--- config.mk ---
export PLATFORM = sky130hd
export DESIGN_NAME = argmax_feeder
export DESIGN_NICKNAME = d
export VERILOG_FILES = /design/src/rtl/argmax_feeder.sv
export SDC_FILE = /design/constraint.sdc
export NUM_CORES = 1
export LEC_CHECK = 0
export BUFFER_PORTS_ARGS = -buffer_cell sky130_fd_sc_hd__buf_2
export CAP_MARGIN = 0
export CORE_MARGIN = 2
export CORE_UTILIZATION = 32
export DETAILED_ROUTE_END_ITERATION = 16
export SLEW_MARGIN = 20
export SYNTH_ARGS = -nofsm -noshare
export SYNTH_HDL_FRONTEND = slang
export SYNTH_SLANG_ARGS = --single-unit
--- constraint.sdc ---
create_clock -name clk -period 2.14 [get_ports clk]
set_input_delay 0.428 -clock clk [delete_from_list [all_inputs] [get_ports clk]]
set_output_delay 0.428 -clock clk [all_outputs]
set_load 0.02 [all_outputs]
--- src/rtl/argmax_feeder.sv ---
// argmax_feeder
//   Streams num_vals signed 16-bit elements from a result buffer into an
//   external 4-input argmax comparator, four elements per comparator trigger,
//   and reports the comparator's final index/maximum with a one-cycle done.
//
// Ports
//   clk, reset          clock, synchronous active-high reset
//   start               run request (honoured in IDLE only)
//   num_vals            element count, 1..252 accepted
//   base_addr           buffer address of element 1
//   mem_rd, mem_addr    read strobe/address (data returns one cycle later)
//   mem_rdata           signed read data
//   cmp_reset           comparator clear (reset or CLEAR state)
//   cmp_enable          comparator enable (TRIG and EVAL)
//   cmp_trig            comparator trigger (TRIG)
//   cmp_in1..cmp_in4    comparator operands, 16'h8000 for padding
//   cmp_index           comparator running argmax, 1-based
//   cmp_largest         comparator running max
//   busy                run in progress
//   done                one-cycle completion pulse
//   result_index        final 1-based argmax, 0 = no winner
//   result_value        final maximum
//
// state  | meaning
// IDLE   | waiting for start; rejects bad counts with an immediate done
// CLEAR  | one cycle of comparator clear
// FETCH  | four read slots, one element per slot or a pad slot
// WAIT   | last read's data lands in cmp_in4
// TRIG   | comparator trigger with enable
// EVAL   | enable held, choose next group or finish
// FINISH | latch comparator outputs, pulse done next cycle

module argmax_feeder #(
   parameter int ADDR_W = 8
) (
   input  logic                     clk,
   input  logic                     reset,
   input  logic                     start,
   input  logic [7:0]               num_vals,
   input  logic [ADDR_W-1:0]        base_addr,
   output logic                     mem_rd,
   output logic [ADDR_W-1:0]        mem_addr,
   input  logic signed [15:0]       mem_rdata,
   output logic                     cmp_reset,
   output logic                     cmp_enable,
   output logic                     cmp_trig,
   output logic signed [15:0]       cmp_in1,
   output logic signed [15:0]       cmp_in2,
   output logic signed [15:0]       cmp_in3,
   output logic signed [15:0]       cmp_in4,
   input  logic [7:0]               cmp_index,
   input  logic signed [15:0]       cmp_largest,
   output logic                     busy,
   output logic                     done,
   output logic [7:0]               result_index,
   output logic signed [15:0]       result_value
);

   // Most-negative value: never beats the comparator's cleared maximum,
   // so pad slots cannot change the result.
   localparam logic signed [15:0] PAD_VAL = 16'sh8000;
   localparam logic [7:0]         MAX_NUM = 8'd252;

   typedef enum logic [2:0] {
      ST_IDLE,
      ST_CLEAR,
      ST_FETCH,
      ST_WAIT,
      ST_TRIG,
      ST_EVAL,
      ST_FINISH
   } state_t;

   state_t                state_q, state_d;
   logic [7:0]            num_q, num_d;
   logic [ADDR_W-1:0]     base_q, base_d;
   logic [7:0]            ptr_q, ptr_d;
   logic [1:0]            slot_q, slot_d;
   logic                  cap_vld_q, cap_vld_d;
   logic [1:0]            cap_slot_q, cap_slot_d;
   logic                  cap_pad_q, cap_pad_d;
   logic signed [15:0]    cmp_in_q [4];
   logic signed [15:0]    cmp_in_d [4];
   logic                  done_q, done_d;
   logic [7:0]            res_idx_q, res_idx_d;
   logic signed [15:0]    res_val_q, res_val_d;

   logic                  rd_ok;
   logic                  num_ok;

   assign rd_ok  = (ptr_q < num_q);
   assign num_ok = (num_vals != 8'd0) && (num_vals <= MAX_NUM);

   always_comb begin
      state_d    = state_q;
      num_d      = num_q;
      base_d     = base_q;
      ptr_d      = ptr_q;
      slot_d     = slot_q;
      cap_vld_d  = 1'b0;
      cap_slot_d = cap_slot_q;
      cap_pad_d  = cap_pad_q;
      for (int i = 0; i < 4; i++) begin
         cmp_in_d[i] = cmp_in_q[i];
      end
      done_d     = 1'b0;
      res_idx_d  = res_idx_q;
      res_val_d  = res_val_q;
      mem_rd     = 1'b0;
      mem_addr   = '0;

      // Read data arrives one cycle after its slot; steer it into the
      // operand register that slot owns.
      if (cap_vld_q) begin
         cmp_in_d[cap_slot_q] = cap_pad_q ? PAD_VAL : mem_rdata;
      end

      case (state_q)
         ST_IDLE: begin
            if (start) begin
               if (num_ok) begin
                  num_d   = num_vals;
                  base_d  = base_addr;
                  ptr_d   = 8'd0;
                  slot_d  = 2'd0;
                  state_d = ST_CLEAR;
               end else begin
                  done_d    = 1'b1;
                  res_idx_d = 8'd0;
                  res_val_d = PAD_VAL;
               end
            end
         end
         ST_CLEAR: begin
            state_d = ST_FETCH;
         end
         ST_FETCH: begin
            cap_vld_d  = 1'b1;
            cap_slot_d = slot_q;
            cap_pad_d  = !rd_ok;
            if (rd_ok) begin
               mem_rd   = 1'b1;
               mem_addr = base_q + ADDR_W'(ptr_q);
               ptr_d    = ptr_q + 8'd1;
            end
            // slot wraps 3 -> 0, ready for the next group
            slot_d = slot_q + 2'd1;
            if (slot_q == 2'd3) begin
               state_d = ST_WAIT;
            end
         end
         ST_WAIT: begin
            state_d = ST_TRIG;
         end
         ST_TRIG: begin
            state_d = ST_EVAL;
         end
         ST_EVAL: begin
            state_d = rd_ok ? ST_FETCH : ST_FINISH;
         end
         ST_FINISH: begin
            done_d    = 1'b1;
            res_idx_d = cmp_index;
            res_val_d = cmp_largest;
            state_d   = ST_IDLE;
         end
         default: begin
            state_d = ST_IDLE;
         end
      endcase
   end

   always_ff @(posedge clk) begin
      if (reset) begin
         state_q    <= ST_IDLE;
         num_q      <= 8'd0;
         base_q     <= '0;
         ptr_q      <= 8'd0;
         slot_q     <= 2'd0;
         cap_vld_q  <= 1'b0;
         cap_slot_q <= 2'd0;
         cap_pad_q  <= 1'b0;
         for (int i = 0; i < 4; i++) begin
            cmp_in_q[i] <= PAD_VAL;
         end
         done_q     <= 1'b0;
         res_idx_q  <= 8'd0;
         res_val_q  <= PAD_VAL;
      end else begin
         state_q    <= state_d;
         num_q      <= num_d;
         base_q     <= base_d;
         ptr_q      <= ptr_d;
         slot_q     <= slot_d;
         cap_vld_q  <= cap_vld_d;
         cap_slot_q <= cap_slot_d;
         cap_pad_q  <= cap_pad_d;
         for (int i = 0; i < 4; i++) begin
            cmp_in_q[i] <= cmp_in_d[i];
         end
         done_q     <= done_d;
         res_idx_q  <= res_idx_d;
         res_val_q  <= res_val_d;
      end
   end

   // Clear is combinational on reset so the comparator is scrubbed in the
   // same cycle the feeder is.
   assign cmp_reset    = reset || (state_q == ST_CLEAR);
   assign cmp_trig     = (state_q == ST_TRIG);
   assign cmp_enable   = (state_q == ST_TRIG) || (state_q == ST_EVAL);
   assign busy         = (state_q != ST_IDLE);
   assign done         = done_q;
   assign result_index = res_idx_q;
   assign result_value = res_val_q;
   assign cmp_in1      = cmp_in_q[0];
   assign cmp_in2      = cmp_in_q[1];
   assign cmp_in3      = cmp_in_q[2];
   assign cmp_in4      = cmp_in_q[3];

endmodule

**Word-level counts from Yosys, hierarchy flattened**

Memories as Yosys holds them, arrays and structs flattened.
Cells that the tools add are included.

- Register bits after elaboration: 58
- Memory bits (writable): 64
- Input port bits: 59
- Output and inout port bits: 102
- Logic and storage cells: 89
- Memories: 1

- Add/subtract/negate cells: 3
- Order comparisons: 4
- Eq/ne operators: 12
- Muxes and demuxes: 38
- Bitwise operators: 5
- Reductions and logical operators: 15

Memory list:

| name | words | width | read ports | clocked after memory_dff | write ports | RTL line | source |
|---|---|---|---|---|---|---|---|
| cmp_in_q | 4 | 16 | 4 | 0 | 4 | 82 | `logic signed [15:0] cmp_in_q [4];` |

Operators by type and width:

| cell | count |
|---|---|
| 16-bit 2-to-1 mux | 8 |
| 64-bit bitwise mux | 1 |
| 64-bit 2-to-1 mux | 1 |
| 8-bit 2-to-1 mux | 7 |
| 16-bit demux with 2-bit select | 1 |
| 16-bit case mux with 2 select lines | 1 |
| 8-bit case mux with 2 select lines | 2 |
| 3-bit case mux with 6 select lines | 1 |
| 3-bit 2-to-1 mux | 4 |
| 3-bit AND reduction | 4 |
| 2-bit != test (second input constant) | 5 |
| 3-bit equality test (second input constant) | 3 |
| 8-bit by 1-bit adder with 8-bit output (second input constant) | 1 |
| 8-bit adder | 1 |
| 8-bit <= comparator (second input constant) | 1 |
| 8-bit less-than comparator | 1 |
| 1-bit 2-to-1 mux | 8 |
| 8-bit nonzero test | 1 |
| 3-bit by 2-bit equality test with 1-bit output (second input constant) | 2 |
| 2-bit 2-to-1 mux | 2 |
| 1-bit bitwise OR | 4 |
| 2-bit case mux with 2 select lines | 1 |
| 4-bit AND reduction | 1 |
| 2-bit nonzero test | 2 |
| 12 further kinds | 14 |

**Longest topological paths before layout**

Gate-level depths: netlist of run 1.

- Word-level depth: 8
- Depth in mapped cells: 9
- Depth with buffers taken out: 8

**Least setup slack after synthesis of run 1**

Ideal clock, no wire load.

- Path type: register to output
- From: register num_q[7]
- To: output port mem_addr[4]
- Arrival time: 2,120 ps
- Required time: 1,712 ps
- Slack: -408 ps
- Stages on the path, launching flop included: 9
- Path buffers: 2
- Cell sequence: dfxtp_1 -> inv_1 -> ha_1 -> and3_1 -> a221oi_2 -> o211ai_2 -> buf_6 -> clkbuf_1 -> nor3b_1

- Longest elaborated chain between the ends: 3

RTL lines:

| what | RTL line | source |
|---|---|---|
| start: declaration | 75 | `logic [7:0] num_q, num_d;` |
| start signal: assignment | 191 | `num_q <= num_d;` |
| 8-bit less-than comparator | 91 | `assign rd_ok = (ptr_q < num_q);` |
| 8-bit 2-to-1 mux | 141 | `if (rd_ok) begin` |
| 8-bit 2-to-1 mux | 118 | `case (state_q)` |
| end: declaration | 42 | `output logic [ADDR_W-1:0] mem_addr,` |

No other way between the ends.

**Worst setup path after layout of run 1**

- From: register base_q[0]
- To: output port mem_addr[6]

- Longest elaborated chain between the ends: 3

RTL lines:

| what | RTL line | source |
|---|---|---|
| start: declaration | 76 | `logic [ADDR_W-1:0] base_q, base_d;` |
| start signal: assignment | 192 | `base_q <= base_d;` |
| 8-bit adder | 143 | `mem_addr = base_q + ADDR_W'(ptr_q);` |
| 8-bit 2-to-1 mux | 141 |  |
| 8-bit 2-to-1 mux | 118 |  |

No other way between the ends.

==> flow_summary.rst, run 1 <==
.. list-table::
   :header-rows: 1

   * - Metric
     - Value
   * - Outcome
     - complete, but fails checks
   * - Violations in the final reports
     - negative setup slack
   * - Residual DRC count
     - 0
   * - Hold slack final
     - 0.247 ns
   * - Library cell occupying the most area in the post-synthesis netlist
     - dfxtp_1
   * - Share of the yosys chip area belonging to registers
     - 0.477
   * - Type of the worst setup path
     - register to primary output
   * - H-tree levels
     - 4
   * - Final-stage net count
     - 900
   * - Global router's overall resource usage
     - 0.176
   * - Crit path largest cell delay
     - 0.35 ns
   * - Total Neg Setup Slack
     - -3.12 ns
   * - Final total power
     - 0.00566 W
   * - Critical-path top delay cell
     - dfxtp_2
   * - Number of top-level design ports
     - 161
   * - Pre-Repair DR Iteration Count
     - 4
   * - # setup viols final
     - 10
   * - Mean routed wirelength per cell
     - 14.4 um
   * - Initial antenna violation count
     - 1
   * - Total placed instance area
     - about 6500 um2
   * - Final Cycle Share
     - 1.21
   * - Critical path peak fanout
     - 3
   * - Launching element type of the critical path
     - register
   * - Pin count of the biggest net entering global routing
     - between 90 and 100
   * - Via Count
     - 5,002
   * - Via count of the first global-routing pass
     - between 4,000 and 5,000
   * - Clock insertion delay at the later pin of the skew report
     - 0.41 ns
   * - Synth-to-Final Area Change
     - 43.0%
   * - Slew at the pin with the worst max-slew slack
     - between 0.6 and 0.7 ns
   * - Clock transition at the registers of the reported paths
     - ~0.060 ns
   * - Core region area
     - 15,800 um2
   * - Count of final max-slew check failures
     - 0
   * - Pwr per Cell Area
     - 773 nW/um2
   * - Max Cap Violations
     - 0
   * - Post-detailed-placement half-perimeter wirelength
     - approximately 10,000 um
   * - Most frequent cell after synthesis
     - nand2_1
   * - Maximum frequency from static timing analysis
     - ~390 MHz
   * - Master cell of the clock root buffer
     - clkbuf_16
   * - Combined area of all synthesized cells
     - 5120 um2
   * - Row count
     - 46
   * - Proportion of layout cells with a drive suffix above 1
     - 0.342
   * - Critical Path, Cell by Cell
     - ha_4 > inv_2 > fa_2 > nor2b_2 > o21a_1 > o21ai_2 > and3_1 > o31a_1 > buf_6
   * - Post-layout instance area
     - 7320 um2
   * - Number of distinct standard cells referenced by the synthesized netlist
     - 47
   * - Total clock sinks
     - approximately 120
   * - Reg2Reg Setup Slack
     - -0.02 ns
   * - Mean instance size in the synthesized netlist
     - about 8 um2
   * - Count of buffers from port buffering
     - 160
   * - Min Tclk post-route
     - 2.59 ns
   * - CTS buffer count
     - 17
   * - Cell leakage power
     - 3.11 nW
   * - Warnings from Yosys
     - 0
   * - Horiz. Die Dim
     - 130 um
   * - First-pass GRT wire length
     - about 23,000 um
   * - Fin Clk Skew
     - ~0.009 ns
   * - Vertical extent of the die
     - ~130 um
   * - RSZ-0062 raised after global routing
     - true
   * - Number of flops mapped to enable cells by yosys
     - 0
   * - Maximum vdd drop
     - 525 uV
   * - Proportion of synthesized flip-flops having asynchronous set or reset
     - 0
   * - Drt initial violations
     - 219
   * - Wirelength, routed
     - 15,100 um
   * - Top flip-flop cell by instance count after synthesis
     - dfxtp_1
   * - Tightest Hold Check Type
     - input pin to register
   * - Relative slew slack
     - 0.558
   * - Synthesized flop and latch total
     - 122
   * - Post-route ant nets
     - 0
   * - Final core utilization
     - 0.464
   * - Arrival time at the worst endpoint
     - 2.16 ns
   * - Hold Violations, Final
     - 0
   * - Post-Syn Nets
     - roughly 710
   * - Weighted congestion reported at the end of routability-driven placement
     - 0.814
   * - TritonCTS clock tree
     - done
   * - Synth cell count leaders
     - 161 x nand2_1, 122 x dfxtp_1, 93 x a21oi_1
   * - Required time worst endpoint
     - 1.71 ns
   * - Mean number of vias per cell
     - about 4.7
   * - Number of standard cells after synthesis
     - roughly 640
   * - Global route overflow
     - 0
   * - Die area
     - 17,000 um2
   * - Critical Path End Type
     - primary output
   * - Initial core utilization
     - 0.325
   * - Ranking of synthesized cells by area
     - dfxtp_1 48%, nand2_1 12%, a21oi_1 9.1%
   * - Maximum buffer depth of the clock tree
     - 2
   * - Synth top area share
     - 0.477
   * - Worst setup slack after layout
     - -0.453 ns
timing repair:
| action | 4_1_cts | 5_1_grt |
|---|---|---|
| pin swaps | 25 | 3 |
| gates resized for setup | 49 | 9 |
| hold endpoints to repair | 0 | 0 |
| endpoints found under the setup margin | 10 | 14 |
| buffers inserted | 8 | 0 |
| hold buffers | 0 | 0 |
critical path: cells and delay by family, from the launching register on:
family,cells,cell delay (ns)
and+or+nand+nor,2,0.30
AOI/OAI and AO/OA,3,0.48
DFF,1,0.35
adders and majority gates,2,0.46
buffers and inverters,2,0.16
sequential cells by signal, indices dropped and copies added, names as in the netlist, 2 cells and up:
signal	flops
result_index	8
ptr_q	8
base_q	8
cmp_in_q	64
slot_q	2
cap_slot_q	2
num_q	8
state_q	3
result_value	16
cells by family after synthesis:
logic type	synth area share
xor+xnor	0.00513
buf+inv	0.0445
compound gates	0.147
mux	0.0313
flops	0.477
simple gates	0.252
fa+ha+maj	0.0430
area by class of cell:
cell class                 instances  area [um2]
sequential                       122        2460
clock buffer                      22         454
clock inverter                    10        96.3
timing repair buffer             208        1280
fill                            1576        8450
inverter                          15        56.3
multi-input combinational        460        2710
antenna                            1        2.50
tap                              216         270
cell usage in the layout (no fill, tap or decap), types with 3 or more instances in the layout:
cell type / n
inv_2: 5
clkinvlp_4: 4
ha_1: 10
a21o_1: 5
buf_6: 12
clkbuf_16: 17
nand2_1: 161
a31oi_1: 5
ha_4: 6
o211ai_1: 6
clkbuf_1: 4
o21ai_0: 6
or3_1: 3
nand3b_1: 4
buf_12: 3
nor3_1: 4
buf_2: 150
clkinv_4: 3
a21oi_1: 93
nor2b_1: 16
inv_1: 9
mux2i_1: 16
a31oi_4: 3
dfxtp_1: 111
nor2_1: 31
or2_2: 4
buf_4: 42
nand3_1: 41
dfxtp_2: 10
power breakdown:
group	switching [W]	total, W	internal [W]
combinational	0.000348	0.000617	0.000270
sequential	0.0000435	0.00237	0.00233
clock	0.00105	0.00267	0.00163
total	0.00144	0.00566	0.00422
worst paths after layout:
path | from | end | depth (start not counted)
setup / recovery | base_q[0] | mem_addr[6] | 9
hold / removal | cmp_largest[2] | result_value[2] | 3
setup reg to reg | ptr_q[6] | ptr_q[4] | 8
hold reg to reg | cmp_in_q[1][10] | cmp_in_q[1][10] | 2
stage by stage:
| stage | setup WS (ns) | std cells |
|---|---|---|
| CTS | -0.470 | 1054 |
| global route | -0.552 | 1053 |
| floorplan | -0.0878 | 638 |
| finish | -0.453 | 1054 |
| detailed placement | -0.107 | 1016 |
| global placement | -0.0868 | 1016 |
routing by layer:
metal	wire (um)	track usage
met1	6970	0.227
met2	6820	0.278
met3	1120	0.0533
met4	226	0.0657
met5	0	0
Power figures use the tool's default switching activity.
==> run 2: changes to the inputs <==
--- a/config.mk
+++ b/config.mk
@@ -7,9 +7,10 @@
 export LEC_CHECK = 0
 export BUFFER_PORTS_ARGS = -buffer_cell sky130_fd_sc_hd__buf_2
 export CAP_MARGIN = 0
-export CORE_MARGIN = 2
-export CORE_UTILIZATION = 32
+export CORE_MARGIN = 1.5
+export CORE_UTILIZATION = 45
 export DETAILED_ROUTE_END_ITERATION = 16
+export PLACE_DENSITY = 0.75
 export SLEW_MARGIN = 20
 export SYNTH_ARGS = -nofsm -noshare
 export SYNTH_HDL_FRONTEND = slang
==> constraint.sdc (replaced) <==
create_clock -name clk -period 2.3 [get_ports clk]
set_input_delay 0.46 -clock clk [delete_from_list [all_inputs] [get_ports clk]]
set_output_delay 0.46 -clock clk [all_outputs]
set_load 0.02 [all_outputs]
==> flow_summary.rst, run 2 (synthesis gave the netlist of run 1 again) <==
.. list-table::
   :header-rows: 1

   * - Metric
     - Value
   * - Number of top-level design ports
     - 161 (unchanged)
   * - Crit path largest cell delay
     - 0.36 ns (about the same)
   * - Hold buffers post-CTS
     - 0 (unchanged)
   * - Final Cycle Share
     - 1.18
   * - Final-stage net count
     - 891 (-1.0%)
   * - Master cell of the clock root buffer
     - clkbuf_16
   * - Min Tclk post-route
     - 2.72 ns
   * - Total placed instance area
     - 6240 um2 (-3.9%)
   * - Synth-to-Final Area Change
     - 41.1%
   * - # setup viols final
     - 14 (+4)
   * - Required time worst endpoint
     - 1.84 ns (+0.13 ns)
   * - Maximum buffer depth of the clock tree
     - 2 (unchanged)
   * - Critical path peak fanout
     - 3 (unchanged)
   * - Weighted congestion reported at the end of routability-driven placement
     - 0.817 (+0.44%)
   * - Global route overflow
     - 0 (unchanged)
   * - RSZ-0062 raised after global routing
     - true
   * - Maximum vdd drop
     - 574 uV (+9.4%)
   * - Critical-path top delay cell
     - fa_2
   * - Top register by number of flip-flops
     - cmp_in_q
   * - Proportion of layout cells with a drive suffix above 1
     - 0.337 (-0.00474)
   * - Tightest Hold Check Type
     - input pin to register
   * - Residual DRC count
     - 0 (unchanged)
   * - Final core utilization
     - 0.658 (+0.193)
   * - Critical Path, Cell by Cell
     - ha_4 > inv_2 > fa_2 > nor2b_2 > o21a_1 > o21ai_2 > and3_1 > o31a_1 > buf_6
   * - Clock insertion delay at the later pin of the skew report
     - 0.41 ns (about the same)
   * - Die area
     - 12,000 um2 (-29%)
   * - Pin count of the biggest net entering global routing
     - 116 (+26%)
   * - TritonCTS clock tree
     - done
   * - Most common cell after layout, fill and taps aside
     - nand2_1
   * - Via Count
     - 5,106 (+2.1%)
   * - Post-route ant nets
     - 0 (unchanged)
   * - Inserted Diodes
     - 0 (-1)
   * - Cell leakage power
     - 3.12 nW (+0.16%)
   * - Fin Clk Skew
     - 0.00518 ns (-0.00409 ns)
   * - Mean number of vias per cell
     - 5.27 (+11%)
   * - Row count
     - 38 (-17%)
   * - Vertical extent of the die
     - 110 um (-16%)
   * - First-pass GRT wire length
     - 22,000 um (-4.8%)
   * - Arrival time at the worst endpoint
     - 2.26 ns (+0.10 ns)
   * - Count of buffers from port buffering
     - 160 (unchanged)
   * - Via count of the first global-routing pass
     - 4,716 (+3.3%)
   * - Worst setup slack after layout
     - -0.416 ns (+0.0366 ns)
   * - Most frequent cells in the layout
     - 161 x nand2_1, 150 x buf_2, 112 x dfxtp_1
   * - Wirelength, routed
     - 14,400 um (-4.6%)
   * - Outcome
     - complete, but fails checks
   * - Clock transition at the registers of the reported paths
     - 0.05 ns (about the same)
   * - Post-layout instance area
     - 7220 um2 (-1.3%)
   * - Horiz. Die Dim
     - 110 um (-16%)
   * - Type of the worst setup path
     - register to primary output
   * - Core region area
     - 11,000 um2 (-30%)
   * - Violations in the final reports
     - negative setup slack
   * - Maximum frequency from static timing analysis
     - roughly 370 MHz
   * - Global router's overall resource usage
     - 0.237 (+0.0616)
   * - Launching element type of the critical path
     - register
   * - Drt initial violations
     - 344 (+57%)
   * - Final-layout fill cell count
     - 891 (-43%)
   * - Critical Path End Type
     - primary output
   * - H-tree levels
     - 4 (unchanged)
   * - Pre-Repair DR Iteration Count
     - 5 (+1)
   * - Mean routed wirelength per cell
     - 14.9 um (+3.9%)
   * - Max reg flops
     - 64 (unchanged)
   * - Max Cap Violations
     - 0 (unchanged)
   * - Slew at the pin with the worst max-slew slack
     - 0.764 ns (+0.101 ns)
   * - Relative slew slack
     - 0.491 (-0.0676)
   * - Count of final max-slew check failures
     - 0 (unchanged)
   * - Total clock sinks
     - 122 (unchanged)
   * - Pwr per Cell Area
     - 780 nW/um2 (+0.94%)
   * - Post-detailed-placement half-perimeter wirelength
     - 9280 um (-9.7%)
   * - CTS buffer count
     - 17 (unchanged)
   * - Initial core utilization
     - 0.466 (+0.141)
   * - Hold Violations, Final
     - 0 (unchanged)
   * - Initial antenna violation count
     - 0 (-1)
## run 2: cell types whose count changed in the layout (fill, tap and decap cells not counted), moves of 3 or more
cell        change
buf_4           -6
buf_6           -3
bufinv_16       +3
clkbuf_1        -3
clkbuf_8        +3
clkinvlp_4      -3
## run 2: routing by layer
layer,share of wire,vias to the layer above,GRT usage
met2,0.48,200,0.382
met3,0.074,28,0.0670
met1,0.43,2368,0.300
met4,0.021,0,0.0928
li1,-,2510,-
met5,0,-,0
## run 2: final cells by class
| type | count | area [um2] | area share |
|---|---|---|---|
| clock buffers | 22 | 484 | 0.0670 |
| clock inverters | 10 | 164 | 0.0227 |
| inverters | 15 | 56.3 | 0.00780 |
| multi-input cells | 460 | 2690 | 0.372 |
| flip-flops and latches | 122 | 2450 | 0.340 |
| well taps | 140 | 175 | 0.0243 |
| repair buffers | 199 | 1200 | 0.166 |
## run 2: path summary, 6_finish.rpt
kind	startpoint	to	slack, ns	cells after the start
setup / recovery	base_q[0]	mem_addr[6]	-0.42	9
hold / removal	base_addr[7]	base_q[7]	0.28	3
setup reg to reg	num_q[2]	ptr_q[6]	-0.16	11
hold reg to reg	cmp_in_q[2][6]	cmp_in_q[2][6]	0.45	2
## run 2: stage by stage
stage               setup slack [ns]  total power (W)  cells  hold slack (ns)  TNS (ns)
global route                  -0.495          0.00584    968            0.273     -4.28
global placement             -0.0468          0.00270    925            0.439    -0.127
detailed placement           -0.0780          0.00272    925            0.447    -0.282
floorplan                   -0.00496          0.00254    638            0.448  -0.00496
finish                        -0.416          0.00563    968            0.283     -3.02
CTS                           -0.347          0.00564    964            0.266     -2.35
## run 2: power by group
group / switching (W) / internal [W] / total [W]
clock: 0.000945 / 0.00193 / 0.00287
combinational: 0.000316 / 0.000236 / 0.000552
sequential: 0.0000436 / 0.00217 / 0.00221
total: 0.00130 / 0.00433 / 0.00563
## run 2: repair_timing
item | 4_1_cts | 5_1_grt
pin swaps | 19 | 9
resized for setup | 49 | 9
endpoints found under the setup margin | 10 | 13
buffers inserted | 7 | 4
## run 2: worst max-delay path: cells and delay by family (launching register included)
| family | cells | cell delay, ns |
|---|---|---|
| fa+ha+maj | 2 | 0.50 |
| compound gates | 3 | 0.50 |
| flops | 1 | 0.35 |
| simple gates | 2 | 0.34 |
| buf+inv | 2 | 0.16 |
==> run 3: changes to the inputs <==
--- a/config.mk
+++ b/config.mk
@@ -7,6 +7,7 @@
 export LEC_CHECK = 0
 export BUFFER_PORTS_ARGS = -buffer_cell sky130_fd_sc_hd__buf_2
 export CAP_MARGIN = 0
+export CORE_ASPECT_RATIO = 1.25
 export CORE_MARGIN = 1.5
 export CORE_UTILIZATION = 45
 export DETAILED_ROUTE_END_ITERATION = 16
==> flow_summary.rst, run 3 (synthesis gave the netlist of run 1 again) <==
.. list-table::
   :header-rows: 1

   * - Metric
     - Value
   * - Arrival time at the worst endpoint
     - 2.31 ns (+0.05 ns)
   * - Mean routed wirelength per cell
     - 14.8 um (-1.1%)
   * - Hold slack final
     - 0.288 ns (+0.00558 ns)
   * - Synth-to-Final Area Change
     - 40.7%
   * - Drt initial violations
     - 224 (-35%)
   * - Max reg flops
     - 64 (unchanged)
   * - Clock transition at the registers of the reported paths
     - 0.06 ns (about the same)
   * - Pwr per Cell Area
     - 780 nW/um2 (about the same)
   * - Initial core utilization
     - 0.462 (-0.00421)
   * - Wirelength, routed
     - 14,200 um (-1.9%)
   * - Relative slew slack
     - 0.522 (+0.0310)
   * - Mean number of vias per cell
     - 5.27 (about the same)
   * - # setup viols final
     - 10 (-4)
   * - Top register by number of flip-flops
     - cmp_in_q
   * - Cell leakage power
     - 3.10 nW (-0.57%)
   * - Final-stage net count
     - 889 (-0.22%)
   * - Reg2Reg Setup Slack
     - -0.01 ns (+0.15 ns)
   * - HP Start
     - base_addr[3]
   * - Via count of the first global-routing pass
     - 4,775 (+1.3%)
   * - Proportion of layout cells with a drive suffix above 1
     - 0.338 (+0.000816)
   * - TritonCTS clock tree
     - done
   * - Via Count
     - 5,067 (-0.76%)
   * - Power spent charging and discharging nets
     - 0.00134 W (+3.0%)
   * - Final-layout fill cell count
     - 900 (+1.0%)
   * - Number of top-level design ports
     - 161 (unchanged)
   * - Total clock sinks
     - 122 (unchanged)
   * - Combinational fraction of design power
     - 0.096 (-0.002)
   * - Weighted congestion reported at the end of routability-driven placement
     - 0.773 (-5.5%)
   * - Hold Violations, Final
     - 0 (unchanged)
   * - CTS buffer count
     - 17 (unchanged)
   * - Slew at the pin with the worst max-slew slack
     - 0.716 ns (-0.0485 ns)
   * - Pre-Repair DR Iteration Count
     - 4 (-1)
   * - Most common cell after layout, fill and taps aside
     - nand2_1
   * - Row count
     - 43 (+13%)
   * - Total Neg Setup Slack
     - -2.36 ns (+0.662 ns)
   * - Clock insertion delay at the later pin of the skew report
     - 0.41 ns (about the same)
   * - Capture endpoint of the worst hold path
     - base_q[3]
   * - Outcome
     - complete, but fails checks
   * - Critical path peak fanout
     - 3 (unchanged)
   * - Min-Delay Path Depth
     - 3 (unchanged)
   * - Final core utilization
     - 0.650 (-0.00752)
   * - Max Cap Violations
     - 0 (unchanged)
   * - Relative contribution of sequential cells to total power
     - 0.394 (+0.002)
   * - Pin count of the biggest net entering global routing
     - 116 (unchanged)
   * - Area of the multi-input gates
     - 2690 um2 (about the same)
   * - Count of buffers from port buffering
     - 160 (unchanged)
   * - First-pass GRT wire length
     - 22,500 um (+2.1%)
   * - Hold buffers post-CTS
     - 0 (unchanged)
   * - Type of the worst setup path
     - register to primary output
   * - Post-layout instance area
     - 7200 um2 (-0.24%)
   * - Total placed instance area
     - 6240 um2 (-0.10%)
   * - Worst Reg2Reg Path Length in Cells
     - 9 (-2)
   * - Vertical extent of the die
     - 122 um (+11%)
   * - Startpoint of the lowest-slack register-to-register path
     - ptr_q[6]
   * - Critical Path End Type
     - primary output
   * - Most frequent cells in the layout
     - 161 x nand2_1, 151 x buf_2, 109 x dfxtp_1
   * - Required time worst endpoint
     - 1.84 ns (about the same)
   * - Post-route ant nets
     - 0 (unchanged)
   * - Violations in the final reports
     - negative setup slack
   * - Min Tclk post-route
     - 2.77 ns (+0.0513 ns)
   * - Master cell of the clock root buffer
     - clkbuf_16
   * - Global route overflow
     - 0 (unchanged)
   * - Maximum buffer depth of the clock tree
     - 2 (unchanged)
   * - Global router's overall resource usage
     - 0.231 (-0.00614)
   * - Initial antenna violation count
     - 0 (unchanged)
   * - Fin Clk Skew
     - 0.0148 ns (+0.00957 ns)
   * - Switching power as a share of total power
     - 0.239 (+0.00760)
   * - Maximum frequency from static timing analysis
     - 361 MHz (-1.9%)
   * - R2R Path End
     - ptr_q[6]
   * - Internal power component
     - 0.00427 W (-1.3%)
   * - H-tree levels
     - 4 (unchanged)
   * - Clk network pwr share
     - 0.511 (about the same)
   * - Die area
     - 12,000 um2 (about the same)
   * - Residual DRC count
     - 0 (unchanged)
   * - Worst setup slack after layout
     - -0.467 ns (-0.0513 ns)
   * - Horiz. Die Dim
     - 98.4 um (-10%)
   * - Tightest Hold Check Type
     - input pin to register
   * - Count of final max-slew check failures
     - 0 (unchanged)
   * - Inserted Diodes
     - 0 (unchanged)
   * - RSZ-0062 raised after global routing
     - true
   * - Final Cycle Share
     - 1.20 (+0.0223)
   * - Core region area
     - 11,100 um2 (+0.91%)
   * - Maximum vdd drop
     - 497 uV (-13%)
   * - Register Area
     - 2460 um2 (+0.15%)
   * - Post-detailed-placement half-perimeter wirelength
     - 9350 um (+0.75%)
   * - Launching element type of the critical path
     - register
==> run 3: cell count changes in the layout (fill, tap and decap cells not counted), sizes merged <==
cell	before	now
buf	199	197
clkbuf	22	19
clkinvlp	1	2
inv	14	16
==> run 3: through the flow <==
stage / total power, W / worst slack, ns / std cells
floorplan: 0.00254 / -0.00496 / 638
global placement: 0.00270 / -0.0550 / 920
detailed placement: 0.00272 / -0.0900 / 920
CTS: 0.00563 / -0.353 / 957
global route: 0.00579 / -0.572 / 961
finish: 0.00562 / -0.467 / 961
==> run 3: layer usage <==
metal  part of all wire  global-route usage
met5                  0                   0
met4              0.013              0.0695
met3              0.055              0.0609
met2               0.52               0.416
met1               0.41               0.269
==> run 3: repair_timing <==
action	CTS	global route
resized for setup	51	9
pin swaps	20	9
buffers inserted	5	4
endpoints found under the setup margin	10	12
endpoints found under the hold margin	0	0
==> run 3: area by class of cell <==
type,count,share of cell area
Sequential cell,122,0.341
Multi-Input combinational cell,460,0.373
Clock inverter,13,0.0266
Timing Repair Buffer,197,0.165
Clock buffer,19,0.0629
Tap cell,135,0.0234
Inverter,15,0.00782
==> run 3: worst max path at each step <==
stage                     startpoint          end  cells past startpoint
after global routing       base_q[0]  mem_addr[6]                      9
after global placement     base_q[0]  mem_addr[6]                      9
after CTS                  base_q[0]  mem_addr[6]                      9
final                      base_q[0]  mem_addr[6]                      9
after floorplan             num_q[6]  mem_addr[4]                      8
after detailed placement   base_q[0]  mem_addr[6]                      9
==> run 3: power groups by stage <==
stage	sequential, W	clock (W)	combinational (W)
2_1_floorplan	0.00225	0	0.000290
3_3_place_gp	0.00225	0	0.000449
3_5_place_dp	0.00225	0	0.000464
4_1_cts	0.00221	0.00290	0.000520
5_1_grt	0.00222	0.00299	0.000583
6_report	0.00221	0.00287	0.000538
==> run 3: critical path, stage by stage, from the launching register on <==
cell	delay [ns]
dfxtp_2	0.36
ha_4	0.14
inv_1	0.04
fa_2	0.36
nor2b_4	0.13
o21a_1	0.18
o21ai_2	0.08
nor3b_1	0.25
o31a_1	0.19
buf_2	0.17
